$ cat config.mk
export PLATFORM = sky130hd
export DESIGN_NAME = key_entry_ctrl
export DESIGN_NICKNAME = d
export VERILOG_FILES = /design/src/rtl/key_entry_ctrl_pkg.sv /design/src/rtl/key_entry_ctrl_bcd_enc.sv /design/src/rtl/key_entry_ctrl.sv
export SDC_FILE = /design/constraint.sdc
export NUM_CORES = 1
export LEC_CHECK = 0
export ABC_AREA = 1
export CORE_ASPECT_RATIO = 1.2
export CORE_MARGIN = 1.5
export CORE_UTILIZATION = 55
export DETAILED_ROUTE_END_ITERATION = 10
export PLACE_DENSITY = 0.78
export SLEW_MARGIN = 20
export SYNTH_ARGS = -nofsm -noshare
export SYNTH_HDL_FRONTEND = slang
export SYNTH_HIERARCHICAL = 1
export SYNTH_SLANG_ARGS = --single-unit
export TNS_END_PERCENT = 1
$ cat constraint.sdc
create_clock -name clk -period 2.5 [get_ports clk]
set_clock_uncertainty 0.1 [all_clocks]
set_input_delay 0.5 -clock clk [delete_from_list [all_inputs] [get_ports clk]]
set_output_delay 0.5 -clock clk [all_outputs]
set_load 0.02 [all_outputs]
$ cat src/rtl/key_entry_ctrl_pkg.sv
// Shared definitions for the key entry controller.
// Holds the FSM state encoding, the invalid-code marker returned by the
// one-hot-to-BCD encoder, and the one-hot constant for each switch input.
package key_entry_ctrl_pkg;

  localparam int unsigned NumKeys = 10;

  typedef enum logic [1:0] {
    StIdle     = 2'd0,
    StDebounce = 2'd1,
    StCapture  = 2'd2,
    StWaitRel  = 2'd3
  } state_e;

  // Encoder result for anything that is not exactly one key
  localparam logic [3:0] InvalidCode = 4'hF;

  // One-hot pattern of each switch input
  localparam logic [NumKeys-1:0] SwIn0 = 10'h001;
  localparam logic [NumKeys-1:0] SwIn1 = 10'h002;
  localparam logic [NumKeys-1:0] SwIn2 = 10'h004;
  localparam logic [NumKeys-1:0] SwIn3 = 10'h008;
  localparam logic [NumKeys-1:0] SwIn4 = 10'h010;
  localparam logic [NumKeys-1:0] SwIn5 = 10'h020;
  localparam logic [NumKeys-1:0] SwIn6 = 10'h040;
  localparam logic [NumKeys-1:0] SwIn7 = 10'h080;
  localparam logic [NumKeys-1:0] SwIn8 = 10'h100;
  localparam logic [NumKeys-1:0] SwIn9 = 10'h200;

endpackage

$ cat src/rtl/key_entry_ctrl_bcd_enc.sv
// One-hot to BCD encoder (purely combinational).
// Ports:
//   key  - 10-bit key vector, bit n = key n
//   code - BCD digit of the single set bit, InvalidCode otherwise
module key_entry_ctrl_bcd_enc
  import key_entry_ctrl_pkg::*;
(
  input  logic [NumKeys-1:0] key,
  output logic [3:0]         code
);

  always_comb begin
    code = InvalidCode;
    case (key)
      SwIn0:   code = 4'd0;
      SwIn1:   code = 4'd1;
      SwIn2:   code = 4'd2;
      SwIn3:   code = 4'd3;
      SwIn4:   code = 4'd4;
      SwIn5:   code = 4'd5;
      SwIn6:   code = 4'd6;
      SwIn7:   code = 4'd7;
      SwIn8:   code = 4'd8;
      SwIn9:   code = 4'd9;
      default: code = InvalidCode;
    endcase
  end

endmodule

$ cat src/rtl/key_entry_ctrl.sv
// Debounced 10-key keypad entry controller with a four-digit BCD buffer.
// Ports:
//   clk    - system clock, rising edge
//   rst    - synchronous active-high reset, beats clr and the FSM
//   sw_in  - raw asynchronous switches, bit n = key n pressed
//   clr    - synchronous clear of the digit buffer (FSM untouched)
//   digits - four packed BCD digits, [3:0] newest, [15:12] oldest
//   cnt    - number of digits held, 0..4
//   valid  - one-cycle pulse when a digit is entered
//   err    - one-cycle pulse when a debounced press is not exactly one key
module key_entry_ctrl
  import key_entry_ctrl_pkg::*;
#(
  parameter int unsigned DEB_CYCLES = 4  // legal range 2..255
) (
  input  logic               clk,
  input  logic               rst,
  input  logic [NumKeys-1:0] sw_in,
  input  logic               clr,
  output logic [15:0]        digits,
  output logic [2:0]         cnt,
  output logic               valid,
  output logic               err
);

  localparam logic [7:0] DebLast = 8'(DEB_CYCLES - 1);

  logic [NumKeys-1:0] sync1_q, sw_s_q;
  state_e             state_q, state_d;
  logic [NumKeys-1:0] key_q, key_d;
  logic [7:0]         dc_q, dc_d;
  logic [15:0]        digits_q, digits_d;
  logic [2:0]         cnt_q, cnt_d;
  logic               valid_q, valid_d;
  logic               err_q, err_d;
  logic [3:0]         code;

  key_entry_ctrl_bcd_enc u_bcd_enc (
    .key  (key_q),
    .code (code)
  );

  always_comb begin
    state_d  = state_q;
    key_d    = key_q;
    dc_d     = dc_q;
    digits_d = digits_q;
    cnt_d    = cnt_q;
    valid_d  = 1'b0;
    err_d    = 1'b0;

    unique case (state_q)
      StIdle: begin
        if (sw_s_q != '0) begin
          key_d   = sw_s_q;
          dc_d    = 8'd0;
          state_d = StDebounce;
        end
      end
      StDebounce: begin
        if (sw_s_q == '0) begin
          state_d = StIdle;
        end else if (sw_s_q != key_q) begin
          // Pattern changed mid-debounce: restart on the new pattern
          key_d = sw_s_q;
          dc_d  = 8'd0;
        end else if (dc_q == DebLast) begin
          state_d = StCapture;
        end else begin
          dc_d = dc_q + 8'd1;
        end
      end
      StCapture: begin
        state_d = StWaitRel;
        dc_d    = 8'd0;
        if (code == InvalidCode) begin
          err_d = 1'b1;
        end else if (!clr) begin
          // A clear in this cycle drops the digit entirely
          digits_d = {digits_q[11:0], code};
          cnt_d    = (cnt_q == 3'd4) ? 3'd4 : cnt_q + 3'd1;
          valid_d  = 1'b1;
        end
      end
      StWaitRel: begin
        // Any activity restarts the release count, so a second key held
        // over the first cannot produce a digit
        if (sw_s_q != '0) begin
          dc_d = 8'd0;
        end else if (dc_q == DebLast) begin
          state_d = StIdle;
        end else begin
          dc_d = dc_q + 8'd1;
        end
      end
      default: state_d = StIdle;
    endcase

    if (clr) begin
      digits_d = 16'h0000;
      cnt_d    = 3'd0;
    end
  end

  always_ff @(posedge clk) begin
    if (rst) begin
      sync1_q  <= '0;
      sw_s_q   <= '0;
      state_q  <= StIdle;
      key_q    <= '0;
      dc_q     <= 8'd0;
      digits_q <= 16'h0000;
      cnt_q    <= 3'd0;
      valid_q  <= 1'b0;
      err_q    <= 1'b0;
    end else begin
      sync1_q  <= sw_in;
      sw_s_q   <= sync1_q;
      state_q  <= state_d;
      key_q    <= key_d;
      dc_q     <= dc_d;
      digits_q <= digits_d;
      cnt_q    <= cnt_d;
      valid_q  <= valid_d;
      err_q    <= err_d;
    end
  end

  assign digits = digits_q;
  assign cnt    = cnt_q;
  assign valid  = valid_q;
  assign err    = err_q;

endmodule

After elaboration in Yosys (flattened, before gate mapping) --
Cells that the tools add are included.
Word-level totals: register bits 61, input port bits 13
Cells by class: add/subtract/negate cells 2, equal/unequal tests 24, mux-type cells 21, bitwise operators 2, reduce and logical (&&, ||, !) cells 11
Operators with widths (count):
- $mux W8 | 5
- $pmux W4 S10 | 1
- $pmux W8 S4 | 1
- $mux W10 | 3
- $pmux W10 S2 | 1
- $mux W2 | 6
- $eq A10 B1 Y1 const B | 1
- $eq A10 B10 Y1 const B | 1
- $eq A10 B2 Y1 const B | 1
- $eq A10 B3 Y1 const B | 1
- $eq A10 B4 Y1 const B | 1
- $eq A10 B5 Y1 const B | 1
- $eq A10 B6 Y1 const B | 1
- $eq A10 B7 Y1 const B | 1
- $eq A10 B8 Y1 const B | 1
- $eq A10 B9 Y1 const B | 1
- $logic_not A10 Y1 | 1
- $ne A10 B10 Y1 | 1
- $ne A2 B2 Y1 const B | 5
- $reduce_bool A10 Y1 | 1
- $add A8 B1 Y8 const B | 1
- $eq A8 B2 Y1 const B | 1
- $pmux W2 S4 | 1
- $ne A3 B3 Y1 const B | 2
- 15 further kinds | 20

Logic depth before layout (Yosys ltp) --
Gate-level depths: netlist (run 1).
word-level depth 5, mapped depth 14, mapped depth without buffers 13

By module --
Netlist (run 1), hierarchy kept.
By module, submodules not included:
- key_entry_ctrl | times used 1, cells an instance 345, area each 2509.9 µm², sequential area each 1221.2 µm²
- key_entry_ctrl_bcd_enc | times used 1, cells an instance 58, area each 306.5 µm², sequential area each 0.0 µm²

Worst setup path before layout (run 1) --
No wires, ideal clock.
path type flip-flop to flip-flop, from register key_q[1], to register digits_q[4] (netlist: digits[4]), library setup time 116 ps, arrival 1600 ps, setup slack 684 ps, cell stages (with the launch flop) 13, path through dfxtp_1 > nor2_2 > nand2_1 > inv_1 > nand2_4 > nand3_2 > o21ai_1 > nand4_1 > nand2_1 > inv_2 > buf_4 > nor2_1 > nor2_1
On the way: word-level cells in the longest chain between the ends 5, elaborated cells between the ends (all ways) 14
Ends and longest elaborated chain:
- from (decl) | RTL line key_entry_ctrl.sv:30 | logic [NumKeys-1:0] key_q, key_d;
- from (signal assigned) | RTL line key_entry_ctrl.sv:120 | key_q <= key_d;
- $eq A10 B10 Y1 (tied with other cells) | RTL line key_entry_ctrl_bcd_enc.sv:14 | case (key)
- $pmux W4 S10 * | RTL line key_entry_ctrl_bcd_enc.sv:14
- named net code[3] | RTL line key_entry_ctrl.sv:36 | logic [3:0] code;
- $eq A4 B4 Y1 * | RTL line key_entry_ctrl.sv:76 | if (code == InvalidCode) begin
- $not A1 Y1 (no source line) *
- $reduce_and A2 Y1 (no source line) *
- to (signal assigned) | RTL line key_entry_ctrl.sv:122 | digits_q <= digits_d;
- to (decl) | RTL line key_entry_ctrl.sv:32 | logic [15:0] digits_q, digits_d;
The timed path passes the listed nets; every way through them passes the cells marked *. A chain may end at the register's enable or synchronous reset.

Worst setup path after layout (run 1) --
from register key_q[7], to register digits_q[5] (netlist: digits[5])
The elaborated chain is that of the path after synthesis.

==> results of run 1 <==
kinds of logic after synthesis:
| group | Yosys count | share of synthesized area, % |
|---|---|---|
| flip-flops | 61 | 43.4 |
| AND/OR/NAND/NOR | 187 | 29.7 |
| buffers and inverters | 81 | 11.1 |
| AO/OA/AOI/OAI | 61 | 11.4 |
| adder cells (fa/ha/maj) | 3 | 1.33 |
| XOR/XNOR | 10 | 3.11 |
area by class of cell:
| cell class | instances | area, um^2 |
|---|---|---|
| fill | 401 | 1480 |
| multi-input combinational | 261 | 1280 |
| clock buffer | 11 | 151 |
| sequential | 61 | 1220 |
| clock inverter | 4 | 95.1 |
| timing repair buffer | 38 | 368 |
| inverter | 72 | 270 |
| tap | 60 | 75.1 |
power by group:
part	internal, uW	switching [uW]
registers	1000	29.7
logic	123	200
clock network	710	360
flip-flops by register name (all words and copies together) (netlist names), named ones only:
signal,cells
digits,16
valid,1
state_q,1
key_q,10
sw_s_q,10
dc_q,8
err,1
sync1_q,10
cnt,3
synth_stat cells:
| library cell | count | area share (%) |
|---|---|---|
| a21oi_1 | 28 | 5.0 |
| a21oi_2 | 2 | 0.62 |
| a31oi_1 | 2 | 0.44 |
| and2_1 | 1 | 0.22 |
| buf_1 | 2 | 0.27 |
| buf_2 | 4 | 0.71 |
| buf_4 | 1 | 0.27 |
| clkbuf_1 | 2 | 0.27 |
| clkinv_1 | 1 | 0.13 |
| dfxtp_1 | 61 | 43 |
| ha_1 | 3 | 1.3 |
| inv_1 | 68 | 9.1 |
| inv_2 | 3 | 0.40 |
| nand2_1 | 67 | 8.9 |
| nand2_2 | 5 | 1.1 |
| nand2_4 | 2 | 0.80 |
| nand3_1 | 26 | 4.6 |
| nand3_2 | 1 | 0.36 |
| nand3b_1 | 1 | 0.27 |
| nand4_1 | 1 | 0.22 |
| nor2_1 | 67 | 8.9 |
| nor2_2 | 6 | 1.3 |
| nor2_4 | 3 | 1.2 |
| nor3_1 | 5 | 0.89 |
| nor3_4 | 1 | 0.58 |
| o21ai_0 | 22 | 3.9 |
| o21ai_1 | 5 | 0.89 |
| o21ai_2 | 1 | 0.31 |
| o31ai_1 | 1 | 0.27 |
| or2_2 | 1 | 0.22 |
| xnor2_1 | 4 | 1.2 |
| xor2_1 | 6 | 1.9 |
worst min-delay path: cells and delay by family (launching register included):
kind | cells | cell delay [ps]
AND/OR/NAND/NOR | 1 | 30
buffers and inverters | 1 | 40
flip-flops | 1 | 290
metal layers:
layer	GRT usage [%]	part of all wire, %	wire, um	vias to the layer above
li1	-	-	-	1325
met1	24.5	43	2330	1150
met2	37.6	50	2690	75
met3	5.82	5.1	277	12
met4	9.60	1.9	105	0
met5	0	0	0	-
worst max-delay path by stage:
stage | slack (ps) | cells past startpoint | to | from
floorplan | 680 | 12 | digits[4] | key_q[1]
global placement | 430 | 11 | digits[11] | key_q[7]
detailed placement | 370 | 11 | digits[5] | key_q[7]
CTS | 350 | 11 | digits[5] | key_q[7]
global route | 130 | 11 | digits[5] | key_q[8]
finish | 360 | 11 | digits[5] | key_q[7]
metrics by stage:
| step | utilization (%) | setup slack (ps) | cell area (um^2) | hold WS (ps) | total power [uW] |
|---|---|---|---|---|---|
| floorplan | - | 684 | 2820 | 288 | 1290 |
| global placement | 65.1 | 435 | 3220 | 289 | 1370 |
| detailed placement | 65.1 | 366 | 3220 | 293 | 1370 |
| CTS | 70.1 | 352 | 3460 | 300 | 2450 |
| global route | 70.1 | 134 | 3460 | 321 | 2550 |
| finish | 70.1 | 365 | 3460 | 297 | 2430 |
layout by cell type, fill, tap and decap left out, types with 6 or more instances in the layout:
cell type        Yosys  layout
nor2_2               6       6
nor2_1              67      67
o21ai_0             22      22
a21oi_1             28      28
inv_1               68      68
clkbuf_8             0      11
dfxtp_1             61      61
nand3_1             26      26
xor2_1               6       6
nand2_1             67      67
clkdlybuf4s50_1      0      33
==> out/metrics.cfg, run 1 <==
[placed_design]
dp.cells = 492
numPortBuffers = 33
routabilityCongestion = 0.877
dp.final_hpwl_um = 3820

[worst_setup_path]
start_kind = flip-flop
r2r-start = key_q[7]
max_stage_delay_ps = 490
critical_path_required_ps = 2600
ff2ff_path_depth = 11
worstPathMaxFanout = 17
cp_top_family = simple AND/OR/NAND/NOR gates
worstSetupPathType = reg2reg
crit_top_cell = nor2_4
arrival_ps = 2240
slowest_stage = dfxtp_1
r2r_end = digits[5]
crit_chain = nor2_4, nand2_4, nor2_4, nand2_2, nand3_2, o21ai_1, nand4_1, nand2_1, inv_2, o21ai_0, a21oi_1
worstSetupEndpointType = flip-flop
reg2reg_slack_ps = 360
cp_num_buf_inv = 1

[hold_path]
worst_hold_path.endpoint = sw_s_q[7]
hold_path_depth = 2
worstHoldStart = sync1_q[7]
hp-class = reg2reg

[clocking]
cts-root-buf = clkbuf_8
cts_hold_buf = 0
clock_latency_ps = 320
cts_tree = done
htreeDepth = 3
cts_setup_buffers = 0
cts.sinks = 61
clkSlewWorstSetupHoldPaths_ps = 60
ctsResizeCount = 0
cts_made_buffers = 9
cts.path.max_buffers = 2

[floorplan]
die_w_um = 68.3
start_util_pct = 57.0
dieArea_um2 = 5560
rows = 28
ios = 34
die_y_um = 81.4
core-area_um2 = 4940

[global_routing]
grt_pass1_vias = 2236
grt_overflow_total = 0
antenna_found_initial = 0
grt_pass1_wl_um = 9060
grt_max_degree = 37
gr-usage-all-layers_pct = 21.7

[logic_synthesis]
synth_cells = 403
post_synth_num_cell_types = 32
ys.warnings.count = 6
syn_area_per_cell_um2 = 6.99
synth-seq-cells = 61
synth_area_um2 = 2820
synth-seq-area-share_pct = 43.4
syn_nets = 419

[timing]
timing.final.crit_period_ps = 2140
setup_viol = 0
fmax_mhz = 468
tns_ps = 0
rsz0062_at_grt = false
hold_violations = 0
finalCritPeriodShare_pct = 85.4
slew-limit-headroom_pct = 68.2
slew_viol_final = 0
worst_pin_slew_ps = 475

[drt]
num_vias = 2562
wl_per_cell_um = 10.6
vias_per_cell = 5.05
postRouteWirelength_um = 5400
first_pass_iters = 4
postRouteAntennaNets = 0
drt_iter0_drc = 108
drc = 0

[status]
outcome = completed

[layout]
final_nets = 459
diodes = 0
area_growth_pct = 23.0
drive_above_1_share_pct = 10.1
layout.cells.non_filler = 507

[power_and_ir_drop]
power.leakage_uw = 0.00147
peakVddDrop_mv = 0.444
p_per_area_nw_per_um2 = 701

[flow_run]
drv_cap = 0

Power figures use the tool's default switching activity.
==> run 2: changes to the inputs <==
--- a/config.mk
+++ b/config.mk
@@ -6,7 +6,6 @@
 export NUM_CORES = 1
 export LEC_CHECK = 0
 export ABC_AREA = 1
-export CORE_ASPECT_RATIO = 1.2
 export CORE_MARGIN = 1.5
 export CORE_UTILIZATION = 55
 export DETAILED_ROUTE_END_ITERATION = 10
==> run 2 against run 1 <==
Critical path depth is the same. Clock power shrank 29%. Non-clock buffer count is the same. Combinational power barely moved. First-iteration DRC count rose by 25%. Die area about the same. Utilization increased by 0.30 points. Final cell count grew 1.4%. Routed wire length decreased by 1.1%. Cell area fell by 2.1%. Power shrank 13%. Register-to-register slack worse by 40 ps. Largest cell class unchanged. Highest routed layer unchanged.
==> out/metrics.cfg, run 2 (synthesis results as in run 1) <==
[status]
outcome = completed

[layout]
num-fill-cells = 418  ; +4.2%
utilization_pct = 70.4  ; +0.30 points
layout_common_cells = inv_1, nor2_1, nand2_1, dfxtp_1, clkdlybuf4s50_1
largest_reg_flops = 16  ; unchanged
layout.cells.non_filler = 514  ; +1.4%
final_common_cell = inv_1
drive_above_1_share_pct = 9.84  ; -0.22 points
final_nets = 459  ; unchanged
area_growth_pct = 20.4
diodes = 0  ; unchanged

[global_routing]
grt_pass1_vias = 2235  ; -0.045%
grt_pass1_wl_um = 9440  ; +4.2%
grt_max_degree = 37  ; unchanged
antenna_found_initial = 0  ; unchanged
grt_overflow_total = 0  ; unchanged
gr-usage-all-layers_pct = 22.4  ; +0.65 points

[drt]
drt_iter0_drc = 135  ; +25%
drc = 0  ; unchanged
wl_per_cell_um = 10.4  ; -2.4%
postRouteAntennaNets = 0  ; unchanged
vias_per_cell = 4.80  ; -5.0%
first_pass_iters = 4  ; unchanged
num_vias = 2467  ; -3.7%
postRouteWirelength_um = 5340  ; -1.1%

[power_and_ir_drop]
p_per_area_nw_per_um2 = 622  ; -11%
peakVddDrop_mv = 0.463  ; +4.1%
power.leakage_uw = 0.00142  ; -3.0%

[clocking]
cts_made_buffers = 9  ; unchanged
cts.path.max_buffers = 2  ; unchanged
ctsResizeCount = 0  ; unchanged
cts-root-buf = clkbuf_8
clkSlewWorstSetupHoldPaths_ps = 70  ; about the same
clock_latency_ps = 330  ; about the same
cts.sinks = 61  ; unchanged
htreeDepth = 3  ; unchanged
cts_setup_buffers = 0  ; unchanged
cts_tree = done
cts_hold_buf = 0  ; unchanged

[placed_design]
numPortBuffers = 33  ; unchanged
routabilityCongestion = 0.873  ; -0.46%
dp.cells = 499  ; +1.4%
dp.final_hpwl_um = 3860  ; +1.1%

[timing]
hold_violations = 0  ; unchanged
finalCritPeriodShare_pct = 86.9  ; +1.5 points
tns_ps = 0  ; unchanged
fmax_mhz = 460  ; -1.7%
slew-limit-headroom_pct = 76.4  ; +8.2 points
slew_viol_final = 0  ; unchanged
setup_viol = 0  ; unchanged
rsz0062_at_grt = false
worst_pin_slew_ps = 352  ; -124 ps
timing.final.crit_period_ps = 2170  ; +37.8 ps

[floorplan]
rows = 25  ; -11%
core-area_um2 = 4820  ; -2.5%
die_y_um = 74.6  ; -8.4%
ios = 34  ; unchanged
dieArea_um2 = 5560  ; about the same
die_w_um = 74.6  ; +9.1%
start_util_pct = 58.5  ; +1.5 points

[worst_setup_path]
arrival_ps = 2290  ; +50 ps
critical_path_required_ps = 2620  ; +20 ps
start_kind = flip-flop
worstPathMaxFanout = 17  ; unchanged
worstSetupEndpointType = flip-flop
worstSetupPathType = reg2reg

[hold_path]
hp-class = reg2reg

[flow_run]
drv_cap = 0  ; unchanged

==> run 2: changes by cell type in the layout (fill, tap and decap cells not counted), sizes merged <==
cell / before / now
bufinv: 3 / 0
clkinv: 2 / 3
clkinvlp: 0 / 2
==> run 2: power by group <==
part           total (uW)  switching, uW  internal [uW]
clock                 755            377            377
sequential           1040           30.5           1000
combinational         320            197            123
total                2110            605           1510
==> run 2: critical path: stages (launching register included) <==
cell and delay (ps):
dfxtp_1 480, nor2_4 70, nand2_4 120, nor2_2 60
nand2_1 70, nand3_2 100, o21ai_1 190, nand4_1 120
nand2_1 300, inv_2 200, o21ai_0 200, a21oi_1 50
==> run 2: path summary, 6_finish.rpt <==
| check | to | depth (start not counted) | slack (ps) | startpoint |
|---|---|---|---|---|
| min reg2reg | sw_s_q[2] | 2 | 290 | sync1_q[2] |
| min | sw_s_q[2] | 2 | 290 | sync1_q[2] |
| max reg2reg | digits[11] | 11 | 330 | key_q[7] |
| max | digits[11] | 11 | 330 | key_q[7] |
==> run 2: per-stage QoR <==
step	worst slack [ps]	area [um^2]	hold WS [ps]	total power (uW)
6_report	327	3390	294	2110
5_1_grt	82.5	3390	329	2230
4_1_cts	331	3390	298	2130
3_5_place_dp	347	3230	294	1380
3_3_place_gp	448	3230	289	1370
2_1_floorplan	684	2820	288	1290
==> run 2: per-layer routing <==
metal | up-vias | wire, um | global-route usage, %
li1 | 1334 | - | -
met1 | 1078 | 2550 | 28.5
met2 | 49 | 2510 | 35.5
met3 | 6 | 231 | 7.72
met4 | 0 | 48 | 7.68
met5 | - | 0 | 0
==> run 2: layout make-up <==
class / count / area (um^2) / share of cell area [%]
multi-input cells: 261 / 1280 / 37.8
flip-flops and latches: 61 / 1220 / 36.0
repair buffers: 38 / 368 / 10.8
inverters: 72 / 270 / 7.97
clock buffers: 11 / 141 / 4.17
well taps: 67 / 83.8 / 2.47
clock inverters: 4 / 25.0 / 0.738
